File: src/rtl/cpu_pkg.sv
// Shared CPU definitions: instruction field positions, special opcodes and fetch FSM states.
package cpu_pkg;

   localparam int unsigned OP_MSB  = 23;
   localparam int unsigned OP_LSB  = 20;
   localparam int unsigned F_MSB   = 19;
   localparam int unsigned F_LSB   = 16;
   localparam int unsigned RD_MSB  = 15;
   localparam int unsigned RD_LSB  = 12;
   localparam int unsigned RA_MSB  = 11;
   localparam int unsigned RA_LSB  = 8;
   localparam int unsigned RB_MSB  = 7;
   localparam int unsigned RB_LSB  = 4;
   localparam int unsigned IMM_MSB = 11;
   localparam int unsigned IMM_LSB = 0;

   localparam logic [3:0] OPC_HALT = 4'b1101;
   localparam logic [3:0] OPC_JUMP = 4'b1001;

   typedef enum logic [1:0] {
      S_WARM,
      S_RUN,
      S_FLUSH,
      S_HALT
   } fetch_state_e;

endpackage

File: src/rtl/pc_counter.sv
// Program counter register: load has priority over hold; otherwise increments, wrapping modulo 2^ADDR_W.
module pc_counter #(
   parameter int unsigned ADDR_W   = 10,
   parameter int unsigned RESET_PC = 0
) (
   input  logic              clk,
   input  logic              rst_n,
   input  logic              load,
   input  logic              hold,
   input  logic [ADDR_W-1:0] target,
   output logic [ADDR_W-1:0] pc
);

   logic [ADDR_W-1:0] r_pc;

   always_ff @(posedge clk or negedge rst_n) begin
      if (!rst_n) begin
         r_pc <= ADDR_W'(RESET_PC);
      end else if (load) begin
         r_pc <= target;
      end else if (!hold) begin
         r_pc <= r_pc + ADDR_W'(1);
      end
   end

   assign pc = r_pc;

endmodule

File: src/rtl/instr_fetch_stage.sv
// Instruction fetch stage with IF/ID register: PC, synchronous-ROM fetch, stall, branch redirect, flush.
// Optional HALT opcode support is built when IFETCH_HALT_EN is defined.
module instr_fetch_stage
   import cpu_pkg::*;
#(
   parameter int unsigned DATA_W   = 24,
   parameter int unsigned ADDR_W   = 10,
   parameter int unsigned RESET_PC = 0
) (
   input  logic              clk,
   input  logic              rst_n,
   output logic [ADDR_W-1:0] imem_addr,
   output logic              imem_rd,
   input  logic [DATA_W-1:0] imem_data,
   input  logic              stall,
   input  logic              salto,
   input  logic [ADDR_W-1:0] branch_target,
   output logic              id_valid,
   output logic [ADDR_W-1:0] id_pc,
   output logic [3:0]        id_opcode,
   output logic [3:0]        id_f,
   output logic [3:0]        id_rd,
   output logic [3:0]        id_ra,
   output logic [3:0]        id_rb,
   output logic [11:0]       id_imm,
   output logic              halted
);

   fetch_state_e      r_state;
   logic [ADDR_W-1:0] r_fpc;
   logic [ADDR_W-1:0] r_id_pc;
   logic [DATA_W-1:0] r_id_instr;
   logic              r_id_valid;
   logic [ADDR_W-1:0] w_pc;
   logic              w_take;
   logic              w_freeze;

`ifdef IFETCH_HALT_EN
   logic r_halted;
   assign w_freeze = (r_state == S_HALT);
   assign halted   = r_halted;
`else
   assign w_freeze = 1'b0;
   assign halted   = 1'b0;
`endif

   // Only a real instruction in IF/ID during normal fetch can redirect.
   assign w_take = salto & ~stall & r_id_valid & (r_state == S_RUN);

   pc_counter #(
      .ADDR_W   (ADDR_W),
      .RESET_PC (RESET_PC)
   ) u_pc (
      .clk    (clk),
      .rst_n  (rst_n),
      .load   (w_take),
      .hold   (stall | w_freeze),
      .target (branch_target),
      .pc     (w_pc)
   );

   always_ff @(posedge clk or negedge rst_n) begin
      if (!rst_n) begin
         r_state    <= S_WARM;
         r_fpc      <= ADDR_W'(RESET_PC);
         r_id_valid <= 1'b0;
         r_id_pc    <= '0;
         r_id_instr <= '0;
`ifdef IFETCH_HALT_EN
         r_halted   <= 1'b0;
`endif
      end else if (!stall) begin
         case (r_state)
            S_WARM: begin
               r_fpc   <= w_pc;
               r_state <= S_RUN;
            end
            S_RUN: begin
               r_fpc <= w_pc;
               if (w_take) begin
                  r_id_valid <= 1'b0;
                  r_id_pc    <= '0;
                  r_id_instr <= '0;
                  r_state    <= S_FLUSH;
               end else begin
                  r_id_valid <= 1'b1;
                  r_id_pc    <= r_fpc;
                  r_id_instr <= imem_data;
`ifdef IFETCH_HALT_EN
                  if (imem_data[OP_MSB:OP_LSB] == OPC_HALT) begin
                     r_state  <= S_HALT;
                     r_halted <= 1'b1;
                  end
`endif
               end
            end
            S_FLUSH: begin
               r_id_valid <= 1'b0;
               r_id_pc    <= '0;
               r_id_instr <= '0;
               r_fpc      <= w_pc;
               r_state    <= S_RUN;
            end
`ifdef IFETCH_HALT_EN
            S_HALT: begin
               r_id_valid <= 1'b0;
               r_id_pc    <= '0;
               r_id_instr <= '0;
            end
`endif
            default: r_state <= S_WARM;
         endcase
      end
   end

   assign imem_addr = w_pc;
   assign imem_rd   = ~stall & ~w_freeze;
   assign id_valid  = r_id_valid;
   assign id_pc     = r_id_pc;
   assign id_opcode = r_id_instr[OP_MSB:OP_LSB];
   assign id_f      = r_id_instr[F_MSB:F_LSB];
   assign id_rd     = r_id_instr[RD_MSB:RD_LSB];
   assign id_ra     = r_id_instr[RA_MSB:RA_LSB];
   assign id_rb     = r_id_instr[RB_MSB:RB_LSB];
   assign id_imm    = r_id_instr[IMM_MSB:IMM_LSB];

endmodule

File: config.mk
export PLATFORM = sky130hd
export DESIGN_NAME = instr_fetch_stage
export DESIGN_NICKNAME = d
export VERILOG_FILES = /design/src/rtl/cpu_pkg.sv /design/src/rtl/pc_counter.sv /design/src/rtl/instr_fetch_stage.sv
export SDC_FILE = /design/constraint.sdc
export NUM_CORES = 1
export LEC_CHECK = 0
export BUFFER_PORTS_ARGS = -buffer_cell sky130_fd_sc_hd__buf_2
export CORE_AREA = 4 4 93 77
export DETAILED_ROUTE_END_ITERATION = 8
export DIE_AREA = 0 0 97 81
export HOLD_SLACK_MARGIN = 0.02
export PLACE_DENSITY = 0.64
export SYNTH_ARGS = -nofsm -noshare
export SYNTH_HDL_FRONTEND = slang
export SYNTH_HIERARCHICAL = 1
export SYNTH_SLANG_ARGS = --single-unit
File: constraint.sdc
create_clock -name clk -period 4.5 [get_ports clk]
set_clock_uncertainty 0.15 [all_clocks]
set_input_delay 0.675 -clock clk [delete_from_list [all_inputs] [get_ports clk]]
set_output_delay 0.675 -clock clk [all_outputs]
set_load 0.03 [all_outputs]
==> results.cfg, run 1 <==
[status]
outcome = finished, final reports clean

[drt]
top_layer = met4
drc_errors = 0
drt-met1-wl_um = 2600
via_count = 1775
routedWlPerCell_um = 15.0
antenna_left = 0
postRouteWirelength_um = 5400
dr_wl_met2_um = 2280
viasPerCell = 4.93
drt-initial-drc-count = 64
dr_wl_met3_um = 451
dr.pass1.iters = 4

[logic_synthesis]
avgSynthCellArea_sq_um = 13.0
synth_warnings = 6
synthXorXnorAreaFrac_pct = 1.44
ys_seq_elements = 57
synth_mux_area_share_pct = 5.49
syn_inst = 188
yosysSeqAreaShare_pct = 58.5
synth_adder_area_share_pct = 3.08
synth.distinct_cells = 32
synth_simple_gate_area_share_pct = 8.57
synth_fp_nets = 232
synth_area_sq_mm = 0.00244
synth_top_family_by_area = compound AO/OA/AOI/OAI gates
synth-compound-area-share_pct = 16.6

[die]
io_pins = 93
die_h_um = 81
core_sq_mm = 0.00628
dieWidth_um = 97
initial_core_util_pct = 38.8
dieArea_sq_mm = 0.00786
rows = 26

[timing]
finalMaxSlewViolations = 0
finalCriticalPeriod_ns = 2.39
maxSlewHeadroom_pct = 34.9
rsz0062_at_grt = no
setup_viol_count_final = 0
timing.final.crit_share_pct = 53.2
setup_tns_ns = 0
worstMarginPinSlew_ns = 0.973
timing.fmax_mhz = 418
finalHoldViolations = 0

[power_and_ir_drop]
ir_worst_vdd_uv = 345
power_density_mw_per_mm2 = 832
leakagePower_nw = 1.55
finalPower_mw = 2.56

[grt]
grt-ovfl-total = 0
grt_usage_pct = 14.3
grt_pass1_vias = 1801
grt_pass1_wl_um = 8940
grt_max_degree = 58
antenna_found_initial = 0

[critical_path]
end_kind = flop
slowest_stage = nor2_1
cpLargestDelayFamily = simple AND/OR/NAND/NOR gates
reg2reg_from = r_state[1]$_DFFE_PN0P_
start_kind = flop
rrSetupSlack_ns = 2.11
arrival_ns = 2.44
path_cells = inv_1 -> ha_1 -> nand3_1 -> nor2_1 -> inv_1 -> o211ai_1 -> nand3_1
crit_required_ns = 4.55
reg2reg_depth = 7
path_class = flop to flop
r2r_end = u_pc/pc[6]$_DFFE_PN0P_
slowest_delay_ns = 0.75
path_buf_inv = 2
cp_max_fo = 18

[clocking]
hold_buffers = 0
cts.clk_slew.worst_paths_ns = 0.06
cts.path.max_buffers = 2
clockRootBuffer = clkbuf_8
cts_resized = 0
post_cts_buffers = 0
clock_sinks = 57
numCtsBuffers = 9
cts_tree = yes
cts_max_level = 3
clk_latency_ns = 0.32

[layout]
fillCellCount = 569
nets = 317
layout_common_cells = 91 x buf_2, 57 x dfrtp_1, 34 x a22o_1
diodes = 0
multi_input_area_sq_um = 861
seqCellArea_sq_mm = 0.00143
drive_gt1_share_pct = 43.8
areaGrowthSynthToFinish_pct = 26.3
final_common_cell = buf_2

[placed_design]
gp_congestion = 0.733
dpl.hpwl_um = 3760
portBuffers = 91

[min_path]
min_path_type = input pin to async pin

[job]
max_cap_violations = 0
## cells by family after synthesis
kind of cell,count (synthesis)
AO/OA/AOI/OAI,51
XOR/XNOR,4
adder cells (fa/ha/maj),6
buffers and inverters,23
flip-flops,57
multiplexers,12
other,1
AND/OR/NAND/NOR,34
## flip-flops by register name (all words and copies together), names as in the netlist
signal,count
r_state,2
r_fpc,10
id_valid,1
r_id_instr,24
u_pc/pc,10
id_pc,10
## cell usage after synthesis
master,n,area (sq um)
clkbuf_1,5,18.8
dfrtp_1,57,1430
nand2b_4,1,13.8
o21ai_0,7,35.0
conb_1,1,3.75
a31oi_1,2,12.5
xor2_1,4,35.0
a22o_1,34,298
nand2_1,9,33.8
nand2b_1,1,6.26
nand3_1,6,30.0
nor3b_4,1,18.8
nand4b_1,2,17.5
nor2b_1,1,6.26
a21boi_0,1,7.51
a22oi_1,1,7.51
ha_1,6,75.1
mux2i_1,1,10.0
inv_1,4,15.0
buf_4,9,67.6
o211ai_1,2,15.0
nand4_2,1,12.5
or4b_1,1,10.0
nand3b_1,1,7.51
or4_1,4,30.0
nor2_1,6,22.5
o22ai_1,1,6.26
mux2_2,11,124
buf_6,4,45.0
o31ai_1,2,15.0
a21o_1,1,7.51
buf_2,1,5.00
## layout make-up
type | instances | share of cell area (%)
clock buffer | 12 | 5.36
clock inverter | 2 | 1.22
inverter | 4 | 0.487
multi-input combinational | 108 | 27.9
sequential | 57 | 46.3
tap | 84 | 3.41
timing repair buffer | 93 | 15.3
## metrics by stage
| step | instance area (sq um) | instances | utilization, % | worst slack [ns] | hold slack [ns] |
|---|---|---|---|---|---|
| after floorplan | 2440 | 188 | - | 2.72 | 0.229 |
| after global placement | 2880 | 346 | 45.8 | 2.02 | 0.325 |
| after detailed placement | 2880 | 346 | 45.8 | 2.01 | 0.336 |
| after CTS | 3080 | 360 | 49.1 | 2.12 | 0.345 |
| after global routing | 3080 | 360 | 49.1 | 1.86 | 0.354 |
| final | 3080 | 360 | 49.1 | 2.11 | 0.328 |
## report_power, final
part	internal, mW	switching, mW
clock network	0.295	0.182
logic	0.412	0.751
registers	0.741	0.182
total	1.45	1.11
## metal layers
layer | global-route usage, % | up-vias
li1 | - | 857
met5 | 0 | -
met2 | 21.3 | 73
met3 | 5.15 | 7
met4 | 6.73 | 0
met1 | 18.8 | 838
## worst max path at each step
stage	startpoint	slack, ns	endpoint	cells after the start
after global placement	stall	2.02	r_id_instr[23]$_DFFE_PN0P_	5
after detailed placement	stall	2.01	r_id_instr[20]$_DFFE_PN0P_	5
after floorplan	u_pc/pc[0]$_DFFE_PN0P_	2.72	u_pc/pc[8]$_DFFE_PN0P_	4
after CTS	r_state[0]$_DFFE_PN0P_	2.12	r_id_instr[20]$_DFFE_PN0P_	6
final	r_state[1]$_DFFE_PN0P_	2.11	u_pc/pc[6]$_DFFE_PN0P_	7
after global routing	r_state[1]$_DFFE_PN0P_	1.86	u_pc/pc[6]$_DFFE_PN0P_	7
## worst reg2reg max path, stage by stage, from the launching register on
cell	delay [ns]
dfrtp_1	0.42
inv_1	0.12
ha_1	0.16
nand3_1	0.10
nor2_1	0.75
inv_1	0.29
o211ai_1	0.18
nand3_1	0.10
No activity file was read; power rests on OpenSTA's default activity.
==> inputs of run 2 (changes only) <==
--- a/config.mk
+++ b/config.mk
@@ -5,12 +5,13 @@
 export SDC_FILE = /design/constraint.sdc
 export NUM_CORES = 1
 export LEC_CHECK = 0
+export ABC_AREA = 1
 export BUFFER_PORTS_ARGS = -buffer_cell sky130_fd_sc_hd__buf_2
-export CORE_AREA = 4 4 93 77
+export CORE_AREA = 4 4 98 81
 export DETAILED_ROUTE_END_ITERATION = 8
-export DIE_AREA = 0 0 97 81
+export DIE_AREA = 0 0 102 85
 export HOLD_SLACK_MARGIN = 0.02
-export PLACE_DENSITY = 0.64
+export PLACE_DENSITY = 0.65
 export SYNTH_ARGS = -nofsm -noshare
 export SYNTH_HDL_FRONTEND = slang
 export SYNTH_HIERARCHICAL = 1
==> constraint.sdc (replaced) <==
create_clock -name clk -period 1.9 [get_ports clk]
set_clock_uncertainty 0.15 [all_clocks]
set_input_delay 0.285 -clock clk [delete_from_list [all_inputs] [get_ports clk]]
set_output_delay 0.285 -clock clk [all_outputs]
set_load 0.03 [all_outputs]
==> results.cfg, run 2 <==
[layout]
areaGrowthSynthToFinish_pct = 26.8
drive_gt1_share_pct = 30.8
largest_reg_flops = 24
fin_cells = 499
nets = 451
layout_common_cells = 132 x nand2_1, 91 x buf_2, 57 x dfrtp_1
final_common_cell = nand2_1
diodes = 0
largest_register = r_id_instr

[grt]
grt_max_degree = 58
grt_usage_pct = 15.5
grt-ovfl-total = 0
antenna_found_initial = 0
grt_pass1_vias = 2224
grt_pass1_wl_um = 10700

[die]
dieWidth_um = 102
io_pins = 93
initial_core_util_pct = 39.3
core_sq_mm = 0.00689
die_h_um = 85
dieArea_sq_mm = 0.00867
rows = 27

[critical_path]
start_kind = flop
arrival_ns = 1.89
cp_max_fo = 17
path_class = flop to flop
end_kind = flop
crit_required_ns = 2.01

[timing]
setup_tns_ns = 0
finalMaxSlewViolations = 0
finalHoldViolations = 0
timing.final.crit_share_pct = 93.4
timing.fmax_mhz = 563
rsz0062_at_grt = no
finalCriticalPeriod_ns = 1.77
finalWorstSetupSlack_ns = 0.125
setup_viol_count_final = 0

[drt]
routedWlPerCell_um = 13.5
antenna_left = 0
postRouteWirelength_um = 6720
viasPerCell = 4.79
drc_errors = 0
via_count = 2388
drt-initial-drc-count = 119
dr.pass1.iters = 6

[clocking]
cts_tree = yes
clockRootBuffer = clkbuf_8
cts.clk_slew.worst_paths_ns = 0.06
cts_max_level = 3
post_cts_buffers = 0
clock_sinks = 57
cts.path.max_buffers = 2
clk_latency_ns = 0.32
numCtsBuffers = 9

[logic_synthesis]
yosysTopAreaCellShare_pct = 52.6
yosysMostFrequentCell = nand2_1
ys_seq_elements = 57
synthFlopType = dfrtp_1
synth_simple_gate_area_share_pct = 31.3
synth_fp_nets = 360
synthXorXnorAreaFrac_pct = 0.970
synth-compound-area-share_pct = 4.25
syn_inst = 316
yosysSeqAreaShare_pct = 52.6
synth_edf_count = 0
synth_area_sq_mm = 0.00271
synth_adder_area_share_pct = 2.77
avgSynthCellArea_sq_um = 8.58
ys_top_cells_by_area = dfrtp_1 53%, nand2_1 18%, nand3_1 8.5%
yosys.area.top_type = dfrtp_1
async_flop_share_pct = 100
synth.distinct_cells = 24
synth_mux_area_share_pct = 0
synth_warnings = 6
synth_top_family_by_area = simple AND/OR/NAND/NOR gates
synth_common_cells = 132 x nand2_1, 57 x dfrtp_1, 46 x nand3_1, 13 x o21ai_0, 11 x inv_1

[power_and_ir_drop]
leakagePower_nw = 1.95
ir_worst_vdd_uv = 878
power_density_mw_per_mm2 = 1870

[placed_design]
dp_cells = 478
gp_congestion = 0.804
portBuffers = 91
dpl.hpwl_um = 4530
preCtsSetupSlack_ns = 0.170

[status]
outcome = finished, final reports clean

[min_path]
min_path_type = input pin to flop

[job]
max_cap_violations = 0
[run 2: cell count changes in the layout (fill, tap and decap cells not counted), sizes merged, moves of 6 or more]
cell,before,now
nand2,9,135
nand3,6,48
a22o,34,0
inv,4,16
mux2,11,0
o21ai,7,13
[run 2: metrics by stage]
step / total power, mW / cell area [sq um] / hold WS [ns] / utilization [%]
global placement: 5.18 / 3180 / 0.163 / 46.1
detailed placement: 5.24 / 3180 / 0.166 / 46.1
CTS: 6.44 / 3430 / 0.0212 / 49.7
global route: 6.91 / 3440 / 0.0320 / 49.9
floorplan: 4.48 / 2710 / -0.161 / -
finish: 6.42 / 3440 / 0.0333 / 49.9
[run 2: worst max-delay path: stages, from the launching register on]
cell and delay (ns):
dfrtp_1 0.42, inv_1 0.08, ha_1 0.32, nand2_4 0.10
nor2_4 0.41, nand3_1 0.14, nand2_1 0.09
[run 2: final timing paths]
| check | start | endpoint | slack [ns] | cells past startpoint |
|---|---|---|---|---|
| hold reg to reg | r_id_instr[18]$_DFFE_PN0P_ | r_id_instr[18]$_DFFE_PN0P_ | 0.32 | 2 |
| setup / recovery | r_state[0]$_DFFE_PN0P_ | r_id_instr[5]$_DFFE_PN0P_ | 0.13 | 6 |
| min in group asynchronous | rst_n | r_id_instr[17]$_DFFE_PN0P_ | 0.33 | 3 |
| max in group asynchronous | rst_n | id_valid$_DFFE_PN0P_ | 0.99 | 3 |
| hold / removal | branch_target[1] | u_pc/pc[1]$_DFFE_PN0P_ | 0.03 | 3 |
| setup reg to reg | r_state[0]$_DFFE_PN0P_ | r_id_instr[5]$_DFFE_PN0P_ | 0.13 | 6 |
[run 2: kinds of logic (layout without fill, tap and decap cells)]
| kind of cell | Yosys count | in the layout |
|---|---|---|
| xor+xnor | 3 | 3 |
| fa+ha+maj | 6 | 6 |
| other cells | 1 | 1 |
| simple gates | 191 | 192 |
| compound gates | 20 | 20 |
| flops | 57 | 57 |
| buf+inv | 38 | 133 |
[run 2: where the power goes]
group          total (mW)  internal, mW  leakage, nW  switching, mW
clock                1.18         0.713        0.107          0.464
sequential           2.21          1.77        0.729          0.439
combinational        3.03         0.905         1.11           2.13
total                6.42          3.39         1.95           3.03
[run 2: what timing repair did]
action	4_1_cts	5_1_grt
hold buffers	4	0
resized for setup	0	0
setup endpoints to repair	0	1
hold endpoints to repair	60	0
[run 2: cell type report]
cell class                      count  area [sq um]
Tap cell                           87           109
Inverter                           16          62.6
Multi-Input combinational cell    222          1080
Timing Repair Buffer              101           553
Sequential cell                    57          1430
Fill cell                         705          3450
Clock inverter                      2          35.0
Clock buffer                       14           173
[run 2: per-layer routing]
metal	routed length (um)	GRT usage (%)	up-vias
met1	3210	21.6	1122
met3	474	5.01	7
met5	0	0	-
met2	2980	23.5	78
li1	-	-	1181
met4	43	3.22	0
